===== src/rtl/alu_sequencer_if.sv =====
// rtl/alu_sequencer_if.sv - control bus between the sequencer and the 16-bit datapath
interface alu_sequencer_if #(
    parameter int PC_W = 7,
    parameter int DA_W = 8,
    parameter int RA_W = 4
);
    logic [15:0]     IR_Data;
    logic [PC_W-1:0] PC_Addr;
    logic [DA_W-1:0] D_Addr;
    logic            D_Wr;
    logic            RF_s;
    logic [RA_W-1:0] RF_W_addr;
    logic            RF_W_en;
    logic [RA_W-1:0] RF_Ra_addr;
    logic [RA_W-1:0] RF_Rb_addr;
    logic [2:0]      ALU_Sel;
    logic [3:0]      State;
    logic            Halted;

    modport master (
        input  IR_Data,
        output PC_Addr, D_Addr, D_Wr, RF_s, RF_W_addr, RF_W_en,
               RF_Ra_addr, RF_Rb_addr, ALU_Sel, State, Halted
    );

    modport slave (
        output IR_Data,
        input  PC_Addr, D_Addr, D_Wr, RF_s, RF_W_addr, RF_W_en,
               RF_Ra_addr, RF_Rb_addr, ALU_Sel, State, Halted
    );
endinterface


===== src/rtl/alu_sequencer.sv =====
// rtl/alu_sequencer.sv - multicycle fetch/decode/execute control FSM for the 16-bit datapath
module alu_sequencer #(
    parameter int PC_W = 7,
    parameter int DA_W = 8,
    parameter int RA_W = 4
) (
    input  logic                 Clk,
    input  logic                 ResetN,
    alu_sequencer_if.master      bus
);

    typedef enum logic [3:0] {
        S_INIT   = 4'd0,
        S_FETCH  = 4'd1,
        S_DECODE = 4'd2,
        S_NOOP   = 4'd3,
        S_LOAD_A = 4'd4,
        S_LOAD_B = 4'd5,
        S_STORE  = 4'd6,
        S_ALU_OP = 4'd7,
        S_HALT   = 4'd8
    } state_t;

    localparam logic [3:0] OP_NOOP  = 4'h0;
    localparam logic [3:0] OP_STORE = 4'h1;
    localparam logic [3:0] OP_LOAD  = 4'h2;
    localparam logic [3:0] OP_ADD   = 4'h3;
    localparam logic [3:0] OP_SUB   = 4'h4;
    localparam logic [3:0] OP_HALT  = 4'h5;
    localparam logic [3:0] OP_XOR   = 4'h6;
    localparam logic [3:0] OP_OR    = 4'h7;
    localparam logic [3:0] OP_AND   = 4'h8;
    localparam logic [3:0] OP_INC   = 4'h9;
    localparam logic [3:0] OP_MOV   = 4'hA;

    state_t          state_q, state_d;
    logic [PC_W-1:0] pc_q, pc_d;
    logic [15:0]     ir_q, ir_d;

    logic [3:0]      opcode;
    logic [2:0]      alu_sel_dec;
    logic            is_alu_op;

    logic [DA_W-1:0] d_addr;
    logic            d_wr;
    logic            rf_s;
    logic [RA_W-1:0] rf_w_addr;
    logic            rf_w_en;
    logic [RA_W-1:0] rf_ra_addr;
    logic [RA_W-1:0] rf_rb_addr;
    logic [2:0]      alu_sel;
    logic            halted;

    assign opcode = ir_q[15:12];

    // Map opcode to ALU select; is_alu_op also picks which opcodes take the ALU_OP path
    always_comb begin
        alu_sel_dec = 3'd0;
        is_alu_op   = 1'b1;
        case (opcode)
            OP_ADD:  alu_sel_dec = 3'd1;
            OP_SUB:  alu_sel_dec = 3'd2;
            OP_XOR:  alu_sel_dec = 3'd4;
            OP_OR:   alu_sel_dec = 3'd5;
            OP_AND:  alu_sel_dec = 3'd6;
            OP_INC:  alu_sel_dec = 3'd7;
            OP_MOV:  alu_sel_dec = 3'd3;
            default: is_alu_op   = 1'b0;
        endcase
    end

    // State, PC and IR registers; reset lands in INIT so every enable drops at once
    always_ff @(posedge Clk or negedge ResetN) begin
        if (!ResetN) begin
            state_q <= S_INIT;
            pc_q    <= '0;
            ir_q    <= '0;
        end else begin
            state_q <= state_d;
            pc_q    <= pc_d;
            ir_q    <= ir_d;
        end
    end

    // Next-state logic; PC and IR only change in FETCH, PC wraps naturally at 2**PC_W
    always_comb begin
        state_d = state_q;
        pc_d    = pc_q;
        ir_d    = ir_q;
        case (state_q)
            S_INIT: state_d = S_FETCH;
            S_FETCH: begin
                ir_d    = bus.IR_Data;
                pc_d    = pc_q + PC_W'(1);
                state_d = S_DECODE;
            end
            S_DECODE: begin
                if (is_alu_op) begin
                    state_d = S_ALU_OP;
                end else begin
                    case (opcode)
                        OP_STORE: state_d = S_STORE;
                        OP_LOAD:  state_d = S_LOAD_A;
                        OP_HALT:  state_d = S_HALT;
                        OP_NOOP:  state_d = S_NOOP;
                        default:  state_d = S_NOOP;
                    endcase
                end
            end
            S_LOAD_A: state_d = S_LOAD_B;
            S_NOOP,
            S_LOAD_B,
            S_STORE,
            S_ALU_OP: state_d = S_FETCH;
            S_HALT:   state_d = S_HALT;
            default:  state_d = S_INIT;
        endcase
    end

    // Moore control outputs decoded from state and IR; everything idles at 0 by default
    always_comb begin
        d_addr     = '0;
        d_wr       = 1'b0;
        rf_s       = 1'b0;
        rf_w_addr  = '0;
        rf_w_en    = 1'b0;
        rf_ra_addr = '0;
        rf_rb_addr = '0;
        alu_sel    = 3'd0;
        halted     = 1'b0;
        case (state_q)
            S_LOAD_A: begin
                d_addr    = DA_W'(ir_q[11:4]);
                rf_s      = 1'b1;
                rf_w_addr = RA_W'(ir_q[3:0]);
            end
            S_LOAD_B: begin
                // Synchronous memory data is valid now, so commit the register write
                d_addr    = DA_W'(ir_q[11:4]);
                rf_s      = 1'b1;
                rf_w_addr = RA_W'(ir_q[3:0]);
                rf_w_en   = 1'b1;
            end
            S_STORE: begin
                // Write data comes from register file port A
                d_addr     = DA_W'(ir_q[11:4]);
                rf_ra_addr = RA_W'(ir_q[3:0]);
                d_wr       = 1'b1;
            end
            S_ALU_OP: begin
                rf_ra_addr = RA_W'(ir_q[11:8]);
                rf_rb_addr = RA_W'(ir_q[7:4]);
                rf_w_addr  = RA_W'(ir_q[3:0]);
                rf_w_en    = 1'b1;
                alu_sel    = alu_sel_dec;
            end
            S_HALT: halted = 1'b1;
            default: ;
        endcase
    end

    assign bus.PC_Addr    = pc_q;
    assign bus.D_Addr     = d_addr;
    assign bus.D_Wr       = d_wr;
    assign bus.RF_s       = rf_s;
    assign bus.RF_W_addr  = rf_w_addr;
    assign bus.RF_W_en    = rf_w_en;
    assign bus.RF_Ra_addr = rf_ra_addr;
    assign bus.RF_Rb_addr = rf_rb_addr;
    assign bus.ALU_Sel    = alu_sel;
    assign bus.State      = state_q;
    assign bus.Halted     = halted;

endmodule


===== src/flat_wrapper.sv =====
// flat-port wrapper written by rule: the top's interface ports become plain ports
module alu_sequencer_flat 
#(
    parameter int PC_W = 7,
    parameter int DA_W = 8,
    parameter int RA_W = 4
)
  (Clk, ResetN, bus_IR_Data, bus_PC_Addr, bus_D_Addr, bus_D_Wr, bus_RF_s, bus_RF_W_addr, bus_RF_W_en, bus_RF_Ra_addr, bus_RF_Rb_addr, bus_ALU_Sel, bus_State, bus_Halted);
  alu_sequencer_if #(.PC_W(PC_W), .DA_W(DA_W), .RA_W(RA_W)) bus_i ();
  input  logic Clk;
  input  logic ResetN;
  input wire logic [$bits(bus_i.IR_Data)-1:0] bus_IR_Data;
  output wire logic [$bits(bus_i.PC_Addr)-1:0] bus_PC_Addr;
  output wire logic [$bits(bus_i.D_Addr)-1:0] bus_D_Addr;
  output wire logic [$bits(bus_i.D_Wr)-1:0] bus_D_Wr;
  output wire logic [$bits(bus_i.RF_s)-1:0] bus_RF_s;
  output wire logic [$bits(bus_i.RF_W_addr)-1:0] bus_RF_W_addr;
  output wire logic [$bits(bus_i.RF_W_en)-1:0] bus_RF_W_en;
  output wire logic [$bits(bus_i.RF_Ra_addr)-1:0] bus_RF_Ra_addr;
  output wire logic [$bits(bus_i.RF_Rb_addr)-1:0] bus_RF_Rb_addr;
  output wire logic [$bits(bus_i.ALU_Sel)-1:0] bus_ALU_Sel;
  output wire logic [$bits(bus_i.State)-1:0] bus_State;
  output wire logic [$bits(bus_i.Halted)-1:0] bus_Halted;
  assign bus_i.IR_Data = bus_IR_Data;
  assign bus_PC_Addr = bus_i.PC_Addr;
  assign bus_D_Addr = bus_i.D_Addr;
  assign bus_D_Wr = bus_i.D_Wr;
  assign bus_RF_s = bus_i.RF_s;
  assign bus_RF_W_addr = bus_i.RF_W_addr;
  assign bus_RF_W_en = bus_i.RF_W_en;
  assign bus_RF_Ra_addr = bus_i.RF_Ra_addr;
  assign bus_RF_Rb_addr = bus_i.RF_Rb_addr;
  assign bus_ALU_Sel = bus_i.ALU_Sel;
  assign bus_State = bus_i.State;
  assign bus_Halted = bus_i.Halted;
  alu_sequencer #(.PC_W(PC_W), .DA_W(DA_W), .RA_W(RA_W)) u_core (.Clk(Clk), .ResetN(ResetN), .bus(bus_i));
endmodule

===== config.mk =====
export PLATFORM = sky130hd
export DESIGN_NAME = alu_sequencer_flat
export DESIGN_NICKNAME = d
export VERILOG_FILES = /design/src/rtl/alu_sequencer_if.sv /design/src/rtl/alu_sequencer.sv /design/src/flat_wrapper.sv
export SDC_FILE = /design/constraint.sdc
export NUM_CORES = 1
export LEC_CHECK = 0
export CAP_MARGIN = 0
export CELL_PAD_IN_SITES_DETAIL_PLACEMENT = 1
export CELL_PAD_IN_SITES_GLOBAL_PLACEMENT = 2
export CORE_MARGIN = 2
export CORE_UTILIZATION = 27
export CTS_BUF_LIST = sky130_fd_sc_hd__clkbuf_4 sky130_fd_sc_hd__clkbuf_8
export DETAILED_ROUTE_END_ITERATION = 6
export GPL_ROUTABILITY_DRIVEN = 0
export PLACE_DENSITY_LB_ADDON = 0.1
export SKIP_CTS_REPAIR_TIMING = 1
export SYNTH_ARGS = -nofsm -noshare
export SYNTH_HDL_FRONTEND = slang
export SYNTH_SLANG_ARGS = --single-unit

===== constraint.sdc =====
create_clock -name Clk -period 1.9 [get_ports Clk]
set_clock_uncertainty 0.1 [all_clocks]
set_input_delay 0.38 -clock Clk [delete_from_list [all_inputs] [get_ports Clk]]
set_output_delay 0.38 -clock Clk [all_outputs]
set_load 0.01 [all_outputs]

# [Yosys cells after proc, flatten, opt, wreduce, memory -nomap -nowiden]
# Cells that the tools add are included.
[word_totals] in_bits=18 output_inout_bits=38 register_bits=27
[classes] n_eq_ne=18 add_sub_neg=1 reduce_logical=7 muxes=14
[op_table] op="4-bit by 3-bit == test with 1-bit output (second input constant)" n=8
[op_table] op="3-bit one-hot mux with 7 select lines" n=1
[op_table] op="4-bit one-hot mux with 5 select lines" n=1
[op_table] op="4-bit by 2-bit == test with 1-bit output (second input constant)" n=4
[op_table] op="4-bit == test (second input constant)" n=4
[op_table] op="4-bit 2-to-1 mux" n=3
[op_table] op="4-bit one-hot mux with 3 select lines" n=1
[op_table] op="4-bit by 1-bit == test with 1-bit output (second input constant)" n=2
[op_table] op="8-bit 2-to-1 mux" n=1
[op_table] op="4-bit one-hot mux with 2 select lines" n=1
[op_table] op="7-bit by 1-bit adder with 7-bit output (second input constant)" n=1
[op_table] op="7-bit OR reduction" n=1
[op_table] op="3-bit OR reduction" n=2
[op_table] op="1-bit 2-to-1 mux" n=5
[op_table] op="5-bit OR reduction" n=1
[op_table] op="4-bit zero test" n=1
[op_table] op="2-bit OR reduction" n=2
[op_table] op="3-bit 2-to-1 mux" n=1

# [Depth between registers and ports, before layout]
# Gate-level depths: netlist of run 1.
[logic_depth] ltp_word=5 depth_mapped=5 mapped_depth_nobuf=4

# [Least setup slack after synthesis of run 1]
# OpenSTA, ideal clock, no wires.
[synth_path] path_type="flip-flop to output port" startpoint="reg u_core.state_q[0], in the netlist u_core.bus.State[0]" endpoint="out bus_RF_Ra_addr[0]" setup_slack_ps=25 path_buffers=1 stages_incl_launch_ff=5 t_arrival_ps=1395 path_cell_list="dfrtp_1 clkbuf_1 nor2b_1 nor2b_1 a22o_1"
[synth_between] elab_chain_len=2 elab_cells_between_ends=3
[synth_rtl] item="from (decl)" line="alu_sequencer.sv:36" source="state_t state_q, state_d;"
[synth_rtl] item="from (signal assigned)" line="alu_sequencer.sv:79" source="state_q <= state_d;"
[synth_rtl] item="4-bit by 3-bit == test with 1-bit output" line="alu_sequencer.sv:131" source="case (state_q)"
[synth_rtl] item="4-bit one-hot mux with 2 select lines *" line="alu_sequencer.sv:131"
[synth_rtl] item="to (decl)" line="flat_wrapper.sv:19" source="output wire logic [$bits(bus_i.RF_Ra_addr)-1:0] bus_RF_Ra_addr;"
# Every way passes the cells marked *; elsewhere a longest branch is shown, timed or not.

# [Worst setup path in the final report of run 1]
[layout_path] startpoint="reg u_core.state_q[3], in the netlist u_core.bus.State[3]" endpoint="out bus_ALU_Sel[1]"
[layout_between] elab_chain_len=2
[layout_rtl] item="4-bit by 3-bit == test with 1-bit output" line="alu_sequencer.sv:131"
[layout_rtl] item="3-bit 2-to-1 mux" line="alu_sequencer.sv:131"
[layout_rtl] item="to (decl)" line="flat_wrapper.sv:21" source="output wire logic [$bits(bus_i.ALU_Sel)-1:0] bus_ALU_Sel;"
# Every way passes these cells.

==> results by group, run 1 <==
Yosys
  • YS warnings: 0
  • Syn_area_per_cell: 10.7 um^2
  • Top FF cell, synth: dfrtp_1
  • Syn nets: 156
  • Asr flop ratio synth: 100%
  • Syn Inst Count: 137
  • Yosys cell types: 31
  • Seq cells post-synth: 27
  • Number of synthesized flops with an enable pin: 0
  • Synthesized area: 0.00146 mm^2
  • Register area share after synthesis: 46.2%

Setup path
  • Setup CP Type: reg -> out
  • Critical R2R Launch: u_core.bus.State[1]
  • Worst setup startpoint: u_core.bus.State[3]
  • Reg2reg setup slack: 0.16 ns
  • Crit path to: bus_ALU_Sel[1]
  • Setup crit start kind: flip-flop
  • Worst EP arrival: 1.47 ns
  • Critical Path RT: 1.42 ns
  • Worst reg2reg path depth: 4
  • Worst Setup End Kind: primary output
  • CP Max Fanout: 4
  • Worst reg2reg path endpoint: u_core.ir_q[10]

Drt
  • # DRC: 0
  • Vias: 1,309
  • Final ANT Viol Nets: 0
  • DR vias/cell: 4.56
  • Starting DRT DRC Count: 54
  • Avg WL per Cell: 14.7 um
  • Routed Wire Length: 4230 um
  • Drt pass-1 iters: 3

Global routing
  • Maximum number of pins on one net before global-route repair: 28
  • First-pass GRT wire length: 6980 um
  • Grt total ovfl: 0
  • Via count of the first global-routing pass: 1,398
  • Initial antenna violation count: 0
  • GRT Overall Usage: 14.4%

Layout
  • Synth-to-layout area growth: 64.4%
  • Final Non-Filler Cells: 287
  • Fin nets: 237
  • Post-route design area: 0.00241 mm^2
  • Ant diodes: 0
  • Fillers: 583
  • Layout cells sized above 1: 47.9%

Power and ir drop
  • Leakage: 1.15 nW
  • Peak supply drop: 0.743 mV
  • P per Cell Area: 1600 mW/mm^2

CTS
  • H-tree depth: 1
  • Clock Path Buffers: 2
  • TritonCTS clock tree: done
  • Worst-path clk slew: 0.09 ns
  • CTS Sinks: 27
  • CTS root buf: clkbuf_8
  • TritonCTS Buffers: 3
  • Worst-skew pair later-pin latency: 0.27 ns

Place
  • Port Buf Inserts: 55
  • DP HPWL: 3140 um
  • DP Worst Slack: -0.216 ns
  • Placed Cells: 275
  • Placed Area: 0.00222 mm^2

STA
  • Fin Setup TNS: -0.237 ns
  • RSZ-0062 raised after global routing: true
  • Final WS setup: -0.0469 ns
  • F_max: 514 MHz
  • Final Hold Fails: 0
  • Setup-failing EPs final: 15
  • Rel. slew slack: 76.5%
  • Final Max Tran Viols: 0
  • Final period util: 102%
  • Min cycle time layout: 1.95 ns
  • Least-Margin Pin Slew: 0.352 ns

Floorplanning
  • Rows: 26
  • DIE HEIGHT: 77.6 um
  • I/O pin cnt: 56
  • Initial Util: 28.3%
  • Core Region: 0.00517 mm^2
  • Die ar.: 0.00603 mm^2
  • Chip Width: 77.6 um

Min path
  • Worst Hold Class: in -> async

Status
  • Failing checks: negative setup slack
  • Status: complete, but fails checks

Run
  • Max-Cap Viols: 0
layout by cell type (no fill, tap or decap), types with 3 or more instances in the layout:
cell type	Yosys	routed
a21oi_1	6	3
a22o_1	5	5
and2_1	16	4
and2_4	0	12
buf_2	1	8
buf_4	0	24
buf_6	3	14
clkbuf_2	0	7
clkbuf_8	0	3
clkdlybuf4s50_1	0	26
dfrtp_1	27	24
dfrtp_2	0	3
dlymetal6s2s_1	0	5
mux2_2	17	17
nand2_1	7	6
nor2_1	8	6
nor2b_1	8	4
nor2b_4	0	3
xnor2_1	5	5
cell usage after synthesis, drive strengths merged (3+ instances only):
cell | count | area (um^2)
a21oi | 6 | 30.0
a22o | 5 | 43.8
and2 | 16 | 100
buf | 4 | 38.8
clkbuf | 5 | 18.8
dfrtp | 27 | 676
mux2 | 17 | 191
nand2 | 7 | 26.3
nand2b | 3 | 18.8
nor2 | 8 | 30.0
nor2b | 8 | 50.1
nor3b | 3 | 22.5
o21ai | 3 | 15.0
xnor2 | 5 | 43.8
state kept, by name (all words and copies together) (netlist names):
register	count
u_core.bus.State	4
u_core.bus.PC_Addr	7
u_core.ir_q	16
kinds of logic (layout without fill, tap and decap cells):
group / count (synthesis) / count (layout) / share of synthesized area [%]
muxes: 18 / 18 / 13.8
buffers and inverters: 10 / 90 / 4.19
adders and majority gates: 1 / 1 / 0.855
xor gates and xnor gates: 7 / 7 / 4.19
and+or+nand+nor: 55 / 55 / 22.2
DFF: 27 / 27 / 46.2
AOI/OAI and AO/OA: 19 / 19 / 8.63
how the worst min path moves through the flow:
| stage | from | end | slack (ns) |
|---|---|---|---|
| after floorplan | ResetN | u_core.bus.PC_Addr[0] | -0.02 |
| after global placement | u_core.bus.PC_Addr[6] | u_core.bus.PC_Addr[6] | 0.37 |
| after detailed placement | u_core.bus.PC_Addr[6] | u_core.bus.PC_Addr[6] | 0.37 |
| after CTS | u_core.bus.PC_Addr[6] | u_core.bus.PC_Addr[6] | 0.38 |
| after global routing | ResetN | u_core.bus.PC_Addr[3] | 0.39 |
| final | ResetN | u_core.bus.State[0] | 0.38 |
power by group:
part | switching, W | internal [W] | total [W]
Sequential | 0.000290 | 0.000863 | 0.00115
Clock | 0.000178 | 0.000147 | 0.000325
Combinational | 0.000985 | 0.00138 | 0.00237
Total | 0.00145 | 0.00239 | 0.00385
per-stage QoR:
step	utilization [%]	total power, W	hold slack (ns)
6_report	46.5	0.00385	0.379
5_1_grt	46.5	0.00417	0.395
4_1_cts	43.9	0.00360	0.385
3_5_place_dp	43.0	0.00326	0.371
3_3_place_gp	43.0	0.00317	0.368
2_1_floorplan	-	0.00229	-0.0156
area by class of cell:
| type | count | area [um^2] | share of cell area, % |
|---|---|---|---|
| clock buffer | 3 | 41.3 | 1.72 |
| clock inverter | 1 | 5.00 | 0.208 |
| inverter | 1 | 3.75 | 0.156 |
| multi-input combinational | 100 | 833 | 34.6 |
| sequential | 27 | 679 | 28.2 |
| tap | 70 | 87.6 | 3.64 |
| timing repair buffer | 85 | 756 | 31.4 |
layer usage:
| metal | global-route usage, % | share of wire, % | vias up |
|---|---|---|---|
| met5 | 0 | 0 | - |
| met2 | 23.9 | 49 | 34 |
| met1 | 19.4 | 46 | 640 |
| met3 | 2.79 | 3.8 | 2 |
| met4 | 3.39 | 0.57 | 0 |
| li1 | - | - | 633 |
critical path, cell delays in order (launching register included):
cell,delay (ns)
dfrtp_1,0.39
nand2b_4,0.16
buf_6,0.12
or2_4,0.26
a21oi_2,0.11
buf_2,0.15
No activity file was read; power rests on OpenSTA's default activity.
==> inputs of run 2 (changes only) <==
TNS_END_PERCENT = 10   (was unset)
==> run 2 against run 1 <==
The flow still finishes with violations (negative setup slack). Non-clock buffer count shrank 3. Register-to-register slack better by 0.02 ns. Hold slack gained 0.00051 ns. Largest power group unchanged. Setup slack lost 0.024 ns. Clock power barely moved. Total power shrank 5.1%. Cell area decreased by 5.2%. First-iteration DRC count is 1.9% higher.
==> results by group, run 2 (synthesis results as in run 1) <==
Status
  • Status: complete, but fails checks
  • Failing checks: negative setup slack

STA
  • Final Hold Fails: 0
  • Least-Margin Pin Slew: 0.348 ns
  • RSZ-0062 raised after global routing: true
  • F_max: 507 MHz
  • Setup-failing EPs final: 12
  • Rel. slew slack: 76.8%
  • Final period util: 104%
  • WHS: 0.380 ns
  • Final Max Tran Viols: 0
  • Final WS setup: -0.0707 ns
  • Min cycle time layout: 1.97 ns

Drt
  • Routed Wire Length: 4180 um
  • Starting DRT DRC Count: 55
  • # DRC: 0
  • Vias: 1,290
  • DR vias/cell: 4.54
  • Drt pass-1 iters: 3
  • Final ANT Viol Nets: 0
  • Avg WL per Cell: 14.7 um

Layout
  • Most frequent cells in the layout: 27 x clkdlybuf4s50_1, 24 x dfrtp_1, 23 x buf_4, 17 x mux2_2, 16 x and2_1
  • Fin util: 44.1%
  • Max reg flops: 16
  • Layout cells sized above 1: 40.2%
  • Most common cell after layout, fill and taps aside: clkdlybuf4s50_1
  • Synth-to-layout area growth: 55.8%
  • Ant diodes: 0
  • Register bank with the most flops: u_core.ir_q
  • Fin nets: 234
  • Fillers: 595

Floorplanning
  • Initial Util: 28.3%
  • Core Region: 0.00517 mm^2
  • Chip Width: 77.6 um
  • I/O pin cnt: 56
  • Rows: 26
  • Die ar.: 0.00603 mm^2
  • DIE HEIGHT: 77.6 um

Power and ir drop
  • P per Cell Area: 1600 mW/mm^2
  • Peak supply drop: 0.727 mV
  • Leakage: 1.10 nW

Setup path
  • Worst reg2reg path endpoint: u_core.ir_q[10]
  • Worst reg2reg path depth: 4
  • Worst Setup End Kind: primary output
  • Worst EP arrival: 1.49 ns
  • CP Max Fanout: 8
  • Setup crit start kind: flip-flop
  • Critical R2R Launch: u_core.bus.State[1]
  • Reg2reg setup slack: 0.18 ns
  • Setup CP Type: reg -> out
  • Critical Path RT: 1.42 ns

CTS
  • TritonCTS clock tree: done
  • CTS Sinks: 27
  • Worst-skew pair later-pin latency: 0.27 ns
  • Clock Path Buffers: 2
  • TritonCTS Buffers: 3
  • H-tree depth: 1
  • Worst-path clk slew: 0.09 ns
  • CTS root buf: clkbuf_8

Global routing
  • First-pass GRT wire length: 6980 um
  • Maximum number of pins on one net before global-route repair: 28
  • Via count of the first global-routing pass: 1,398
  • Grt total ovfl: 0
  • GRT Overall Usage: 14.4%
  • Initial antenna violation count: 0

Min path
  • Worst Hold Class: in -> async

Place
  • DP HPWL: 3140 um
  • Port Buf Inserts: 55
  • DP Worst Slack: -0.216 ns

Run
  • Max-Cap Viols: 0
[run 2: cell count changes in the layout (fill, tap and decap cells not counted), sizes merged]
cell / previous run / this run
buf: 47 / 41
clkdlybuf4s50: 26 / 27
clkbuf: 10 / 12
[run 2: power breakdown]
| group | switching [W] | internal (W) | total [W] |
|---|---|---|---|
| registers | 0.000269 | 0.000863 | 0.00113 |
| logic | 0.000943 | 0.00125 | 0.00219 |
| clock network | 0.000180 | 0.000147 | 0.000327 |
[run 2: layout make-up]
type / count / area, um^2 / share of cell area, %
Multi-Input combinational cell: 100 / 783 / 34.3
Sequential cell: 27 / 679 / 29.8
Tap cell: 70 / 87.6 / 3.84
Timing Repair Buffer: 82 / 681 / 29.8
Clock inverter: 1 / 5.00 / 0.219
Inverter: 1 / 3.75 / 0.165
Clock buffer: 3 / 41.3 / 1.81
[run 2: how the worst max path moves through the flow]
| stage | start | slack (ns) | cells past startpoint | end |
|---|---|---|---|---|
| global route | u_core.bus.State[0] | -0.15 | 6 | bus_D_Addr[1] |
| global placement | u_core.bus.State[0] | -0.18 | 5 | bus_RF_Ra_addr[0] |
| floorplan | u_core.bus.State[0] | 0.03 | 4 | bus_RF_Ra_addr[0] |
| finish | u_core.bus.State[0] | -0.07 | 6 | bus_D_Addr[4] |
| detailed placement | u_core.bus.State[0] | -0.22 | 5 | bus_RF_Ra_addr[1] |
| CTS | u_core.bus.State[0] | -0.52 | 5 | bus_RF_Ra_addr[1] |
[run 2: worst max-delay path, stage by stage (launching register included)]
cell and delay [ns]:
dfrtp_2 0.46, buf_6 0.13, buf_4 0.13, a21oi_4 0.12, buf_6 0.13, and2_1 0.12, buf_2 0.13
[run 2: through the flow]
| stage | power [W] | instances | TNS (ns) | instance area (um^2) |
|---|---|---|---|---|
| floorplan | 0.00229 | 137 | 0 | 1460 |
| global placement | 0.00317 | 275 | -3.08 | 2220 |
| detailed placement | 0.00326 | 275 | -4.09 | 2220 |
| CTS | 0.00360 | 279 | -12.18 | 2270 |
| global route | 0.00398 | 284 | -1.91 | 2280 |
| finish | 0.00365 | 284 | -0.637 | 2280 |
[run 2: metal layers]
metal | part of all wire [%] | track usage [%]
met1 | 47 | 19.4
met3 | 4.1 | 2.79
met5 | 0 | 0
met2 | 48 | 23.9
met4 | 0.57 | 3.39
==> inputs of run 3 (changes only) <==
CORE_ASPECT_RATIO = 0.75   (was unset)
clock period = 2.2 ns   (was 1.9 ns; I/O delays follow)
==> run 3 against run 2 <==
The flow still finishes with violations (negative setup slack). Cell area shrank 0.60%. Sequential share of layout area is 0.071 points higher. Clock power decreased by 7.0%. Non-clock buffer count down 12. Hold slack improved by 0.012 ns.
==> results by group, run 3 (synthesis results as in run 1) <==
Status
  • Status: complete, but fails checks
  • Failing checks: negative setup slack

STA
  • Least-Margin Pin Slew: 0.362 ns
  • Final Max Tran Viols: 0
  • RSZ-0062 raised after global routing: true
  • Fin Setup TNS: -1.85 ns
  • Setup-failing EPs final: 11
  • Rel. slew slack: 75.9%
  • Min cycle time layout: 2.41 ns
  • Final Hold Fails: 0
  • Final period util: 109%
  • F_max: 416 MHz
  • Final WS setup: -0.206 ns

Power and ir drop
  • Leakage: 1.19 nW
  • Peak supply drop: 0.530 mV
  • P per Cell Area: 1310 mW/mm^2

Layout
  • Register bank with the most flops: u_core.ir_q
  • Fin nets: 222
  • Fillers: 606
  • Final Non-Filler Cells: 277
  • Ant diodes: 0
  • Layout cells sized above 1: 21.3%
  • Most frequent cells in the layout: 39 x clkdlybuf4s50_1, 26 x dfrtp_1, 17 x mux2_2, 16 x and2_1, 16 x dlymetal6s2s_1
  • Most common cell after layout, fill and taps aside: clkdlybuf4s50_1
  • Max reg flops: 16
  • Area occupied by multi-input gates: 739 um^2
  • Post-route design area: 0.00227 mm^2
  • Seq. cell area: 677 um^2
  • Synth-to-layout area growth: 54.9%

Global routing
  • GRT Overall Usage: 13.9%
  • Grt total ovfl: 0
  • Maximum number of pins on one net before global-route repair: 28
  • Initial antenna violation count: 0
  • Via count of the first global-routing pass: 1,257
  • First-pass GRT wire length: 6390 um

Drt
  • Final ANT Viol Nets: 0
  • Drt pass-1 iters: 4
  • Vias: 1,236
  • Starting DRT DRC Count: 30
  • # DRC: 0
  • Avg WL per Cell: 14.3 um
  • DR vias/cell: 4.46
  • Routed Wire Length: 3970 um

Place
  • Placed Cells: 273
  • DP HPWL: 3050 um
  • Placed Area: 0.00216 mm^2
  • Port Buf Inserts: 55

CTS
  • Clock Path Buffers: 2
  • Worst-skew pair later-pin latency: 0.28 ns
  • CTS Sinks: 27
  • Worst-path clk slew: 0.10 ns
  • TritonCTS clock tree: done
  • CTS root buf: clkbuf_8
  • H-tree depth: 1
  • TritonCTS Buffers: 3

Setup path
  • Setup CP Type: reg -> out
  • Worst path bufs/invs: 2
  • Crit path cell chain: nand2b_2 -> nor2b_1 -> buf_4 -> a22o_1 -> clkdlybuf4s50_1
  • Worst EP arrival: 1.87 ns
  • Worst Setup End Kind: primary output
  • Worst path max stage delay: 0.53 ns
  • CP max-delay cell: clkdlybuf4s50_1
  • CP Max Fanout: 6
  • Critical Path RT: 1.66 ns
  • Top delay family on crit path: buffers and inverters
  • Setup crit start kind: flip-flop
  • Reg2reg setup slack: 0.28 ns

Floorplanning
  • Core Region: 0.00530 mm^2
  • Die ar.: 0.00603 mm^2
  • Initial Util: 27.6%
  • I/O pin cnt: 56
  • Rows: 23
  • Chip Width: 89.0 um
  • DIE HEIGHT: 67.8 um

Min path
  • Worst Hold Class: reg -> reg

Run
  • Max-Cap Viols: 0
==> run 3: final timing paths <==
path | start | endpoint | depth (start not counted)
hold / removal | u_core.bus.PC_Addr[6] | u_core.bus.PC_Addr[6] | 1
max in group asynchronous | ResetN | u_core.ir_q[14] | 2
setup reg to reg | u_core.bus.State[1] | u_core.ir_q[11] | 5
setup / recovery | u_core.bus.State[3] | bus_RF_Ra_addr[2] | 5
hold reg to reg | u_core.bus.PC_Addr[6] | u_core.bus.PC_Addr[6] | 1
min in group asynchronous | ResetN | u_core.ir_q[9] | 2
==> run 3: routing by layer <==
metal  GRT usage [%]  routed length [um]
met1            18.5                1860
met2            22.7                1900
met3            3.18                 170
met4            3.92                  36
met5               0                   0
==> run 3: power by group <==
part           total, W  internal (W)  switching [W]
sequential     0.000974      0.000741       0.000233
clock          0.000304      0.000133       0.000171
combinational   0.00170      0.000972       0.000731
total           0.00298       0.00185        0.00113
==> run 3: metrics by stage <==
| step | worst slack, ns | hold slack [ns] | total power, W | utilization, % |
|---|---|---|---|---|
| final | -0.206 | 0.392 | 0.00298 | 42.8 |
| after global placement | 0.0708 | 0.370 | 0.00266 | 40.9 |
| after CTS | -0.300 | 0.399 | 0.00304 | 41.8 |
| after global routing | -0.315 | 0.426 | 0.00324 | 42.8 |
| after floorplan | 0.265 | 0.0444 | 0.00198 | - |
| after detailed placement | 0.0370 | 0.375 | 0.00271 | 40.9 |
==> run 3: area by class of cell <==
type	count	area share, %
inverters	1	0.166
flip-flops and latches	27	29.9
well taps	75	4.14
clock buffers	3	1.82
repair buffers	70	31.0
multi-input cells	100	32.6
clock inverters	1	0.386
